--- config.mk ---
export PLATFORM = sky130hd
export DESIGN_NAME = execute_cycle
export DESIGN_NICKNAME = d
export VERILOG_FILES = /design/src/rtl/execute_cycle.sv
export SDC_FILE = /design/constraint.sdc
export NUM_CORES = 1
export LEC_CHECK = 0
export BUFFER_PORTS_ARGS = -buffer_cell sky130_fd_sc_hd__buf_2
export CAP_MARGIN = 20
export CORE_ASPECT_RATIO = 0.9
export CORE_MARGIN = 8
export CORE_UTILIZATION = 30
export CTS_BUF_LIST = sky130_fd_sc_hd__clkbuf_16
export CTS_CLUSTER_DIAMETER = 60
export DETAILED_ROUTE_END_ITERATION = 12
export PLACE_DENSITY = 0.59
export SLEW_MARGIN = 30
export SYNTH_ARGS = -nofsm -noshare
export SYNTH_HDL_FRONTEND = slang
export SYNTH_SLANG_ARGS = --single-unit
--- constraint.sdc ---
create_clock -name clk -period 13.3 [get_ports clk]
set_input_delay 1.33 -clock clk [delete_from_list [all_inputs] [get_ports clk]]
set_output_delay 1.33 -clock clk [all_outputs]
set_load 0.01 [all_outputs]
--- src/rtl/execute_cycle.sv ---
// Execute stage of the RV32I pipeline: operand forwarding, ALU, branch decision and the E/M register.
// Optional macro EXEC_BRANCH_EXT_EN adds the full Funct3E-selected branch condition set.
module execute_cycle #(
    parameter int unsigned XLEN = 32
) (
    input  logic            clk,
    input  logic            rst,
    input  logic            RegWriteE,
    input  logic            ALUSrcE,
    input  logic            MemWriteE,
    input  logic            ResultSrcE,
    input  logic            BranchE,
    input  logic [2:0]      ALUControlE,
    input  logic [2:0]      Funct3E,
    input  logic [XLEN-1:0] RD1_E,
    input  logic [XLEN-1:0] RD2_E,
    input  logic [XLEN-1:0] Imm_Ext_E,
    input  logic [4:0]      RD_E,
    input  logic [XLEN-1:0] PCE,
    input  logic [XLEN-1:0] PCPlus4E,
    input  logic [XLEN-1:0] ResultW,
    input  logic [1:0]      ForwardA_E,
    input  logic [1:0]      ForwardB_E,
    output logic            PCSrcE,
    output logic [XLEN-1:0] PCTargetE,
    output logic            RegWriteM,
    output logic            MemWriteM,
    output logic            ResultSrcM,
    output logic [4:0]      RD_M,
    output logic [XLEN-1:0] PCPlus4M,
    output logic [XLEN-1:0] WriteDataM,
    output logic [XLEN-1:0] ALU_ResultM
);

    localparam logic [2:0] ALU_ADD  = 3'b000;
    localparam logic [2:0] ALU_SUB  = 3'b001;
    localparam logic [2:0] ALU_AND  = 3'b010;
    localparam logic [2:0] ALU_OR   = 3'b011;
    localparam logic [2:0] ALU_XOR  = 3'b100;
    localparam logic [2:0] ALU_SLT  = 3'b101;
    localparam logic [2:0] ALU_SLTU = 3'b110;

    logic [XLEN-1:0] fwd_a;
    logic [XLEN-1:0] fwd_b;
    logic [XLEN-1:0] src_a;
    logic [XLEN-1:0] src_b;
    logic [XLEN-1:0] alu_result;
    logic            branch_cond;

    // Forwarding muxes; select 11 falls back to register data.
    always_comb begin
        fwd_a = RD1_E;
        case (ForwardA_E)
            2'b01:   fwd_a = ResultW;
            2'b10:   fwd_a = ALU_ResultM;
            default: fwd_a = RD1_E;
        endcase
        fwd_b = RD2_E;
        case (ForwardB_E)
            2'b01:   fwd_b = ResultW;
            2'b10:   fwd_b = ALU_ResultM;
            default: fwd_b = RD2_E;
        endcase
    end

    assign src_a = fwd_a;
    assign src_b = ALUSrcE ? Imm_Ext_E : fwd_b;

    always_comb begin
        alu_result = '0;
        case (ALUControlE)
            ALU_ADD:  alu_result = src_a + src_b;
            ALU_SUB:  alu_result = src_a - src_b;
            ALU_AND:  alu_result = src_a & src_b;
            ALU_OR:   alu_result = src_a | src_b;
            ALU_XOR:  alu_result = src_a ^ src_b;
            ALU_SLT:  alu_result = XLEN'($signed(src_a) < $signed(src_b));
            ALU_SLTU: alu_result = XLEN'(src_a < src_b);
            default:  alu_result = '0;
        endcase
    end

    assign PCTargetE = PCE + Imm_Ext_E;

`ifdef EXEC_BRANCH_EXT_EN
    // Condition evaluated on the forwarded operands, independent of the ALU op.
    always_comb begin
        branch_cond = 1'b0;
        case (Funct3E)
            3'b000:  branch_cond = (fwd_a == fwd_b);
            3'b001:  branch_cond = (fwd_a != fwd_b);
            3'b100:  branch_cond = ($signed(fwd_a) <  $signed(fwd_b));
            3'b101:  branch_cond = ($signed(fwd_a) >= $signed(fwd_b));
            3'b110:  branch_cond = (fwd_a <  fwd_b);
            3'b111:  branch_cond = (fwd_a >= fwd_b);
            default: branch_cond = 1'b0;
        endcase
    end
`else
    logic unused_funct3;
    assign unused_funct3 = ^Funct3E;
    assign branch_cond   = (alu_result == '0);
`endif

    assign PCSrcE = BranchE & branch_cond;

    // E/M pipeline register, loads every cycle.
    always_ff @(posedge clk or negedge rst) begin
        if (!rst) begin
            RegWriteM   <= 1'b0;
            MemWriteM   <= 1'b0;
            ResultSrcM  <= 1'b0;
            RD_M        <= '0;
            PCPlus4M    <= '0;
            WriteDataM  <= '0;
            ALU_ResultM <= '0;
        end else begin
            RegWriteM   <= RegWriteE;
            MemWriteM   <= MemWriteE;
            ResultSrcM  <= ResultSrcE;
            RD_M        <= RD_E;
            PCPlus4M    <= PCPlus4E;
            WriteDataM  <= fwd_b;
            ALU_ResultM <= alu_result;
        end
    end

endmodule

==> flow_metrics.tcl, run 1 <==
set metrics [dict create \
    ant_nets 0 \
    start_util_pct 30.32 \
    mostFrequentLayoutCell "buf_2" \
    stdcell_count 2267 \
    htreeDepth 3 \
    holdPathStages 4 \
    critPathRequiredTime_ns 11.97 \
    grt_pass1_wl_um 72360 \
    slew_headroom_pct 39.96 \
    syn_to_final_growth_pct 21.32 \
    critPathCaptureType "output port" \
    synth-seq-cells 104 \
    tritoncts "built" \
    synth-edff-count 0 \
    finalPower_mw 1.423 \
    viasPerCell 5.482 \
    async_flop_share_pct 100.0 \
    skew_ns 0.009618 \
    grt_pass1_vias 11868 \
    pin_count 351 \
    fin_hold_ws_ns 0.6765 \
    startpoint "ForwardB_E[0]" \
    synthesis.nets 1841 \
    reg2regPathDepth 17 \
    ys_seq_area_share_pct 23.11 \
    slowest_stage "ha_2" \
    crit_type "in -> out" \
    numCtsBuffers 9 \
    syn_area_mm2 0.01126 \
    startpoint_type "input port" \
    setup_tns_ns 0 \
    utilization_pct 36.79 \
    period_needed_ns 8.678 \
    power.leakage_nw 6.743 \
    grt_usage_pct 21.31 \
    post_drt_wl_per_cell_um 21.95 \
    drv_slew 0 \
    cts_hold_buf 0 \
    vias 12428 \
    vdd_drop_max_mv 0.06325 \
    cp_slowest_stage_delay_ns 0.66 \
    cts_buffer_depth 2 \
    path_clk_slew_ns 0.07 \
    setup_viol 0 \
    gp_congestion 0.9621 \
    portBuffers 347 \
    worst_pin_slew_ns 0.8984 \
    syn_inst 1484 \
    drt-initial-drc-count 1262 \
    layout_worst_path_cycle_share_pct 65.25 \
    drtPass1Iterations 6 \
    die_w_um 220.2 \
    antenna_found_initial 14 \
    min_from "ALU_ResultM[13]" \
    wirelength_um 49760 \
    power.density_mw_per_mm2 104.2 \
    num_rows 67 \
    grt_start_max_net_pins 71 \
    layout.nets 2128 \
    grt_overflow 0 \
    r2r-start "ALU_ResultM[0]" \
    synthFlopType "dfrtp_1" \
    coreArea_mm2 0.03714 \
    drcViolationCount 0 \
    maxCapViolations 0 \
    clock_latency_ns 0.36 \
    final_cell_mix "345 x buf_2, 149 x nand2_1, 148 x inv_1, 143 x a21oi_1, 138 x ha_1" \
    drive_gt1_share_pct 23.37 \
    dp_cells 2243 \
    hpwl_um 40480 \
    post-cts-setup-buffer-count 0 \
    crit_fanout 32 \
    rsz0062_at_grt "no" \
    die-area_mm2 0.04400 \
    hold_class "reg -> reg" \
    cts_sinks 104 \
    yosys_warnings 0 \
    arrival_ns 7.35 \
    cts_resized 0 \
    status "completed" \
    ys_types 91 \
    path_cells "buf_2 -> inv_1 -> ha_2 -> a22oi_1 -> nor2_1 -> a21oi_1 -> o21ai_0 -> ha_1 -> inv_1 -> fa_1 -> nor2b_1 -> o211ai_1 -> a31oi_2 -> nor2b_1 -> o211ai_1 -> o311ai_1 -> or4b_1 -> nor4_1 -> nand4_1 -> nor4_1 -> nand4b_1 -> nor2_1 -> buf_2" \
    max_freq_ghz 0.1152 \
    ctsRootBufferMaster "clkbuf_16" \
    hold_viol_final 0 \
    die_h_um 199.8 \
    synth_area_per_cell_um2 7.588 \
]
## routing by layer
layer / share of wire, % / global-route usage [%] / up-vias
met3: 9.3 / 4.565 / 90
met5: 0.12 / 0 / -
li1: - / - / 5878
met4: 3.2 / 8.424 / 10
met1: 41 / 26.58 / 5864
met2: 47 / 35.65 / 586
## metrics by stage
| step | setup WS, ns | area (µm²) |
|---|---|---|
| floorplan | 6.360 | 11260 |
| global placement | 4.684 | 13360 |
| detailed placement | 4.662 | 13360 |
| CTS | 4.658 | 13640 |
| global route | 4.107 | 13660 |
| finish | 4.622 | 13660 |
## where the power goes
group	internal (mW)	switching (mW)
clock	0.130	0.136
combinational	0.281	0.492
sequential	0.356	0.0290
## state kept, by name (all words and copies together) (netlist names)
register	count
ResultSrcM	1
WriteDataM	32
ALU_ResultM	32
MemWriteM	1
RD_M	5
PCPlus4M	32
RegWriteM	1
## synthesized netlist by cell type, drive strengths merged, types with 11 or more instances
cell    instances  area, µm²
buf            24      131.4
xnor2          24      210.2
nor2b          11      68.82
o21bai         16      120.1
o211ai         28      210.2
o21a           13      97.59
a21o           30      225.2
o31ai          16      147.6
ha            140       1752
nand2         149      559.3
nor3           19      95.09
a211oi         21      162.6
a31oi          11      75.07
o21ai         120      604.3
clkbuf         60      225.2
xor2           14      122.6
inv           152      570.5
a22oi          64      480.5
nand3          26      130.1
nor2          131      494.2
a21oi         145      740.7
dfrtp         104       2603
## logic make-up (layout without fill, tap and decap cells)
family | after synthesis | in the layout | share of synthesized area, %
flops | 104 | 104 | 23.11
buf+inv | 236 | 528 | 8.233
compound gates | 551 | 551 | 32.80
fa+ha+maj | 143 | 143 | 16.09
mux | 5 | 5 | 0.5556
other cells | 0 | 8 | 0
simple gates | 407 | 407 | 16.26
xor+xnor | 38 | 38 | 2.956
## worst max-delay path: cells and delay by family
family                   cells  cell delay, ns
AO/OA/AOI/OAI                7            1.70
adder cells (fa/ha/maj)      3            1.42
buffers and inverters        4            0.39
AND/OR/NAND/NOR              9            2.49
## layout make-up
| cell class | count | area, µm² |
|---|---|---|
| Antenna cell | 8 | 20.02 |
| Clock buffer | 9 | 225.2 |
| Clock inverter | 7 | 55.05 |
| Fill cell | 3917 | 23480 |
| Inverter | 152 | 570.5 |
| Multi-Input combinational cell | 1144 | 7741 |
| Sequential cell | 104 | 2603 |
| Tap cell | 483 | 604.3 |
| Timing Repair Buffer | 360 | 1843 |
## path summary, 6_finish.rpt
kind                                    to  slack, ns
max                                 PCSrcE       4.62
min                         WriteDataM[13]       0.68
max reg2reg                ALU_ResultM[30]       8.68
min reg2reg                 WriteDataM[13]       0.68
max in group asynchronous    WriteDataM[9]      11.32
min in group asynchronous        RegWriteM       0.92
Power figures use the tool's default switching activity.
==> run 2: changes to the inputs <==
PLACE_DENSITY = 0.6   (was 0.59)
clock period = 7 ns   (was 13.3 ns; I/O delays follow)
==> run 2 against run 1 <==
Compared with the run above:
- routed wire length grew 1.3%
- via count grew 0.21%
- critical path depth grew 1
- sequential share of layout area shrank 0.25 points
- clock skew grew 0.0076 ns
- power grew 91%
- die area is the same
- combinational power grew 94%
- non-clock buffer count grew 25
- final cell count grew 1.1%
- global-route usage grew 0.29 points
- setup slack lost 4.2 ns
- critical endpoint unchanged
==> flow_metrics.tcl, run 2 (synthesis results as in run 1) <==
set metrics [dict create \
    drtPass1Iterations 5 \
    layout_worst_path_cycle_share_pct 93.76 \
    ctsRootBufferMaster "clkbuf_16" \
    drcViolationCount 0 \
    htreeDepth 3 \
    top_regs "ALU_ResultM: 32 flops, PCPlus4M: 32 flops, WriteDataM: 32 flops" \
    pin_count 351 \
    path_cells "buf_2 -> inv_1 -> ha_1 -> a22oi_1 -> nor2_1 -> a21oi_1 -> o21ai_0 -> buf_4 -> ha_1 -> inv_1 -> fa_1 -> nor2b_1 -> o211ai_1 -> a31oi_2 -> buf_4 -> o2111ai_1 -> o21ai_1 -> a21oi_1 -> o2111a_1 -> or3_1 -> nor4_2 -> nand4b_1 -> nor2_1 -> buf_2" \
    grt_pass1_wl_um 73240 \
    syn_to_final_growth_pct 22.91 \
    viasPerCell 5.431 \
    crit_fanout 13 \
    tritoncts "built" \
    wirelength_um 50420 \
    worst_slack_ns 0.4368 \
    max_freq_ghz 0.1524 \
    die_h_um 199.8 \
    ant_nets 0 \
    stdcell_count 2293 \
    clock_latency_ns 0.37 \
    setup_viol 0 \
    r2r_end "ALU_ResultM[28]" \
    grt_usage_pct 21.60 \
    path_clk_slew_ns 0.07 \
    skew_ns 0.01723 \
    reg2regPathDepth 17 \
    cts_buffer_depth 2 \
    drv_slew 0 \
    rrSetupSlack_ns 2.45 \
    layout.nets 2153 \
    cts_hold_buf 0 \
    rsz0062_at_grt "no" \
    startpoint_type "input port" \
    hpwl_um 41560 \
    hold_class "in -> async" \
    grt_pass1_vias 12152 \
    cp_slowest_stage_delay_ns 0.49 \
    critPathCaptureType "output port" \
    antenna_found_initial 16 \
    mostFrequentLayoutCell "buf_2" \
    period_needed_ns 6.563 \
    drt-initial-drc-count 992 \
    numCtsBuffers 9 \
    arrival_ns 5.86 \
    die_w_um 220.2 \
    slew_headroom_pct 31.92 \
    crit_type "in -> out" \
    hold_viol_final 0 \
    vias 12454 \
    portBuffers 347 \
    gp_congestion 0.9450 \
    die-area_mm2 0.04400 \
    grt_overflow 0 \
    preCtsSetupSlack_ns 0.3733 \
    drive_gt1_share_pct 24.32 \
    power.leakage_nw 6.869 \
    worst_pin_slew_ns 1.017 \
    dp_cells 2268 \
    start_util_pct 30.32 \
    final_cell_mix "346 x buf_2, 150 x inv_1, 149 x nand2_1, 143 x a21oi_1, 139 x ha_1" \
    power.density_mw_per_mm2 196.7 \
    coreArea_mm2 0.03714 \
    vdd_drop_max_mv 0.1107 \
    maxCapViolations 0 \
    grt_start_max_net_pins 71 \
    post_drt_wl_per_cell_um 21.99 \
    r2r-start "ALU_ResultM[0]" \
    critPathRequiredTime_ns 6.30 \
    status "completed" \
    setup_tns_ns 0 \
    cts_sinks 104 \
    num_rows 67 \
    slowest_stage "ha_1" \
]
==> run 2: layout make-up <==
cell class / count / area (µm²)
inverter: 152 / 570.5
tap: 483 / 604.3
clock buffer: 9 / 225.2
timing repair buffer: 385 / 2032
multi-input combinational: 1144 / 7745
fill: 3965 / 23300
clock inverter: 7 / 38.79
sequential: 104 / 2603
antenna: 9 / 22.52
==> run 2: how the worst max path moves through the flow <==
stage	startpoint	to	slack, ns	cells past startpoint
floorplan	ForwardB_E[0]	PCSrcE	1.32	21
global placement	ForwardB_E[0]	PCSrcE	0.50	19
detailed placement	ForwardB_E[0]	PCSrcE	0.37	19
CTS	ForwardB_E[0]	PCSrcE	0.39	19
global route	ForwardB_E[1]	PCSrcE	0.13	24
finish	ForwardB_E[1]	PCSrcE	0.44	24
==> run 2: power breakdown <==
part | switching, mW | internal, mW | total [mW]
Combinational | 0.945 | 0.554 | 1.50
Clock | 0.251 | 0.240 | 0.491
Sequential | 0.0567 | 0.676 | 0.733
==> run 2: metrics by stage <==
stage	utilization, %	total power, mW	cell area (µm²)	hold WS [ns]
detailed placement	36.46	2.219	13540	0.6599
global route	37.25	2.896	13830	0.3041
finish	37.27	2.723	13840	0.2804
global placement	36.46	2.206	13540	0.6451
CTS	37.17	2.718	13800	0.2815
floorplan	-	1.670	11260	0.4044
==> run 2: what timing repair did <==
item	in CTS	in global routing
setup buffers	0	0
resized for setup	0	2
setup endpoints to repair	0	1
==> run 2: critical path, delay by kind of cell <==
kind | cells | cell delay, ns
AOI/OAI and AO/OA | 9 | 1.83
adders and majority gates | 3 | 1.16
buffers and inverters | 6 | 0.74
and+or+nand+nor | 6 | 1.46
==> run 2: metal layers <==
metal / vias to the layer above / part of all wire, % / global-route usage [%]
met5: - / 0.27 / 0
met4: 18 / 3.5 / 9.071
met3: 93 / 10 / 5.830
met2: 571 / 46 / 35.54
met1: 5856 / 40 / 26.49
li1: 5916 / - / -
==> run 3: changes to the inputs <==
CTS_BUF_LIST = sky130_fd_sc_hd__clkbuf_2 sky130_fd_sc_hd__clkbuf_4 sky130_fd_sc_hd__clkbuf_8   (was sky130_fd_sc_hd__clkbuf_16)
==> run 3 against run 2 <==
Compared with the run above:
- register-to-register slack about the same
- first-iteration DRC count decreased by 4.9%
- sequential cell count unchanged
- final cell count about the same
- cell area decreased by 0.62%
- largest power group unchanged
==> flow_metrics.tcl, run 3 (synthesis results as in run 1) <==
set metrics [dict create \
    status "completed" \
    post_drt_wl_per_cell_um 21.97 \
    gp_congestion 0.9450 \
    fin_hold_ws_ns 0.2301 \
    maxCapViolations 0 \
    endpoint "PCSrcE" \
    setup_tns_ns 0 \
    critPathCaptureType "output port" \
    r2r-start "ALU_ResultM[0]" \
    grt_pass1_wl_um 73100 \
    ant_nets 0 \
    drt-initial-drc-count 943 \
    r2r_end "ALU_ResultM[28]" \
    portBuffers 347 \
    die-area_mm2 0.04400 \
    stdcell_count 2292 \
    numCtsBuffers 9 \
    path_clk_slew_ns 0.10 \
    htreeDepth 3 \
    vdd_drop_max_mv 0.08634 \
    grt_overflow 0 \
    mostFrequentLayoutCell "buf_2" \
    layout_worst_path_cycle_share_pct 92.71 \
    arrival_ns 5.79 \
    drcViolationCount 0 \
    worst_pin_slew_ns 1.013 \
    regArea_mm2 0.002603 \
    slowest_stage "ha_1" \
    crit_buf_inv 6 \
    cts_hold_buf 0 \
    multi_input_area_mm2 0.007745 \
    hold_class "in -> async" \
    pin_count 351 \
    period_needed_ns 6.489 \
    preCtsSetupSlack_ns 0.3733 \
    rsz0062_at_grt "no" \
    reg2regPathDepth 17 \
    cts_sinks 104 \
    crit_type "in -> out" \
    utilization_pct 37.04 \
    crit_fanout 13 \
    finalPower_mw 2.619 \
    skew_ns 0.01922 \
    dpl_cell_area_mm2 0.01354 \
    grt_start_max_net_pins 71 \
    clock_latency_ns 0.41 \
    final_cell_mix "346 x buf_2, 149 x nand2_1, 148 x inv_1, 143 x a21oi_1, 139 x ha_1" \
    nFillCells 3975 \
    max_freq_ghz 0.1541 \
    start_util_pct 30.32 \
    ctsRootBufferMaster "clkbuf_8" \
    cts_buffer_depth 2 \
    num_rows 67 \
    power.leakage_nw 6.827 \
    die_w_um 220.2 \
    startpoint "ForwardB_E[1]" \
    path_cells "buf_2 -> inv_1 -> ha_1 -> a22oi_1 -> nor2_1 -> a21oi_1 -> o21ai_0 -> buf_4 -> ha_1 -> inv_1 -> fa_1 -> nor2b_1 -> o211ai_1 -> a31oi_2 -> buf_4 -> o2111ai_1 -> o21ai_1 -> a21oi_1 -> o2111a_1 -> or3_1 -> nor4_2 -> nand4b_1 -> nor2_1 -> buf_2" \
    syn_to_final_growth_pct 22.14 \
    wirelength_um 50360 \
    worst_slack_ns 0.5106 \
    vias 12465 \
    critical-path-top-delay-family "compound AO/OA/AOI/OAI gates" \
    final_area_mm2 0.01375 \
    hold_viol_final 0 \
    viasPerCell 5.438 \
    power.density_mw_per_mm2 190.4 \
    path_depth 24 \
    critPathRequiredTime_ns 6.30 \
    layout.nets 2153 \
    drv_slew 0 \
    drtPass1Iterations 6 \
    hpwl_um 41560 \
    dp_cells 2268 \
    setup_viol 0 \
    tritoncts "built" \
    slew_headroom_pct 32.25 \
    drive_gt1_share_pct 24.49 \
    grt_pass1_vias 12104 \
    rrSetupSlack_ns 2.46 \
    antenna_found_initial 16 \
    startpoint_type "input port" \
    die_h_um 199.8 \
    top_regs "ALU_ResultM: 32 flops, PCPlus4M: 32 flops, WriteDataM: 32 flops" \
    cp_slowest_stage_delay_ns 0.47 \
    grt_usage_pct 21.59 \
    coreArea_mm2 0.03714 \
]
==> run 3: changes by cell type in the layout (fill, tap and decap cells not counted), sizes merged <==
cell,delta
inv,-2
clkbuf,+3
clkinv,-1
diode,-1
==> run 3: timing repair <==
action / in CTS / in global routing
buffers inserted: 0 / 0
setup endpoints to repair: 0 / 1
gates resized for setup: 0 / 2
==> run 3: how the worst min path moves through the flow <==
stage	cells after the start	to	from	slack, ns
floorplan	0	ALU_ResultM[0]	rst	0.40
global placement	4	WriteDataM[14]	ALU_ResultM[14]	0.65
detailed placement	4	WriteDataM[16]	ALU_ResultM[16]	0.66
CTS	1	PCPlus4M[17]	rst	0.22
global route	1	PCPlus4M[9]	rst	0.24
finish	1	PCPlus4M[17]	rst	0.23
==> run 3: routing by layer <==
| metal | share of wire, % | routed length [µm] | GRT usage, % |
|---|---|---|---|
| met1 | 41 | 20440 | 26.47 |
| met2 | 46 | 23420 | 35.44 |
| met3 | 9.2 | 4646 | 5.890 |
| met4 | 3.4 | 1719 | 9.145 |
| met5 | 0.27 | 134 | 0 |
==> run 3: worst register-to-register path: cells and delay by family, from the launching register on <==
kind / cells / cell delay (ns)
buf+inv: 1 / 0.18
fa+ha+maj: 2 / 0.72
flops: 1 / 0.47
compound gates: 10 / 2.49
xor+xnor: 1 / 0.13
simple gates: 3 / 0.43
==> run 3: power by group <==
group	switching, mW	internal [mW]
sequential	0.0571	0.676
combinational	0.946	0.554
clock	0.237	0.149
total	1.24	1.38
==> run 3: cell type report <==
type	instances	share of cell area, %
timing repair buffer	385	14.77
multi-input combinational	1144	56.31
inverter	152	4.148
tap	483	4.394
sequential	104	18.92
clock inverter	4	0.2001
antenna	8	0.1455
clock buffer	12	1.110
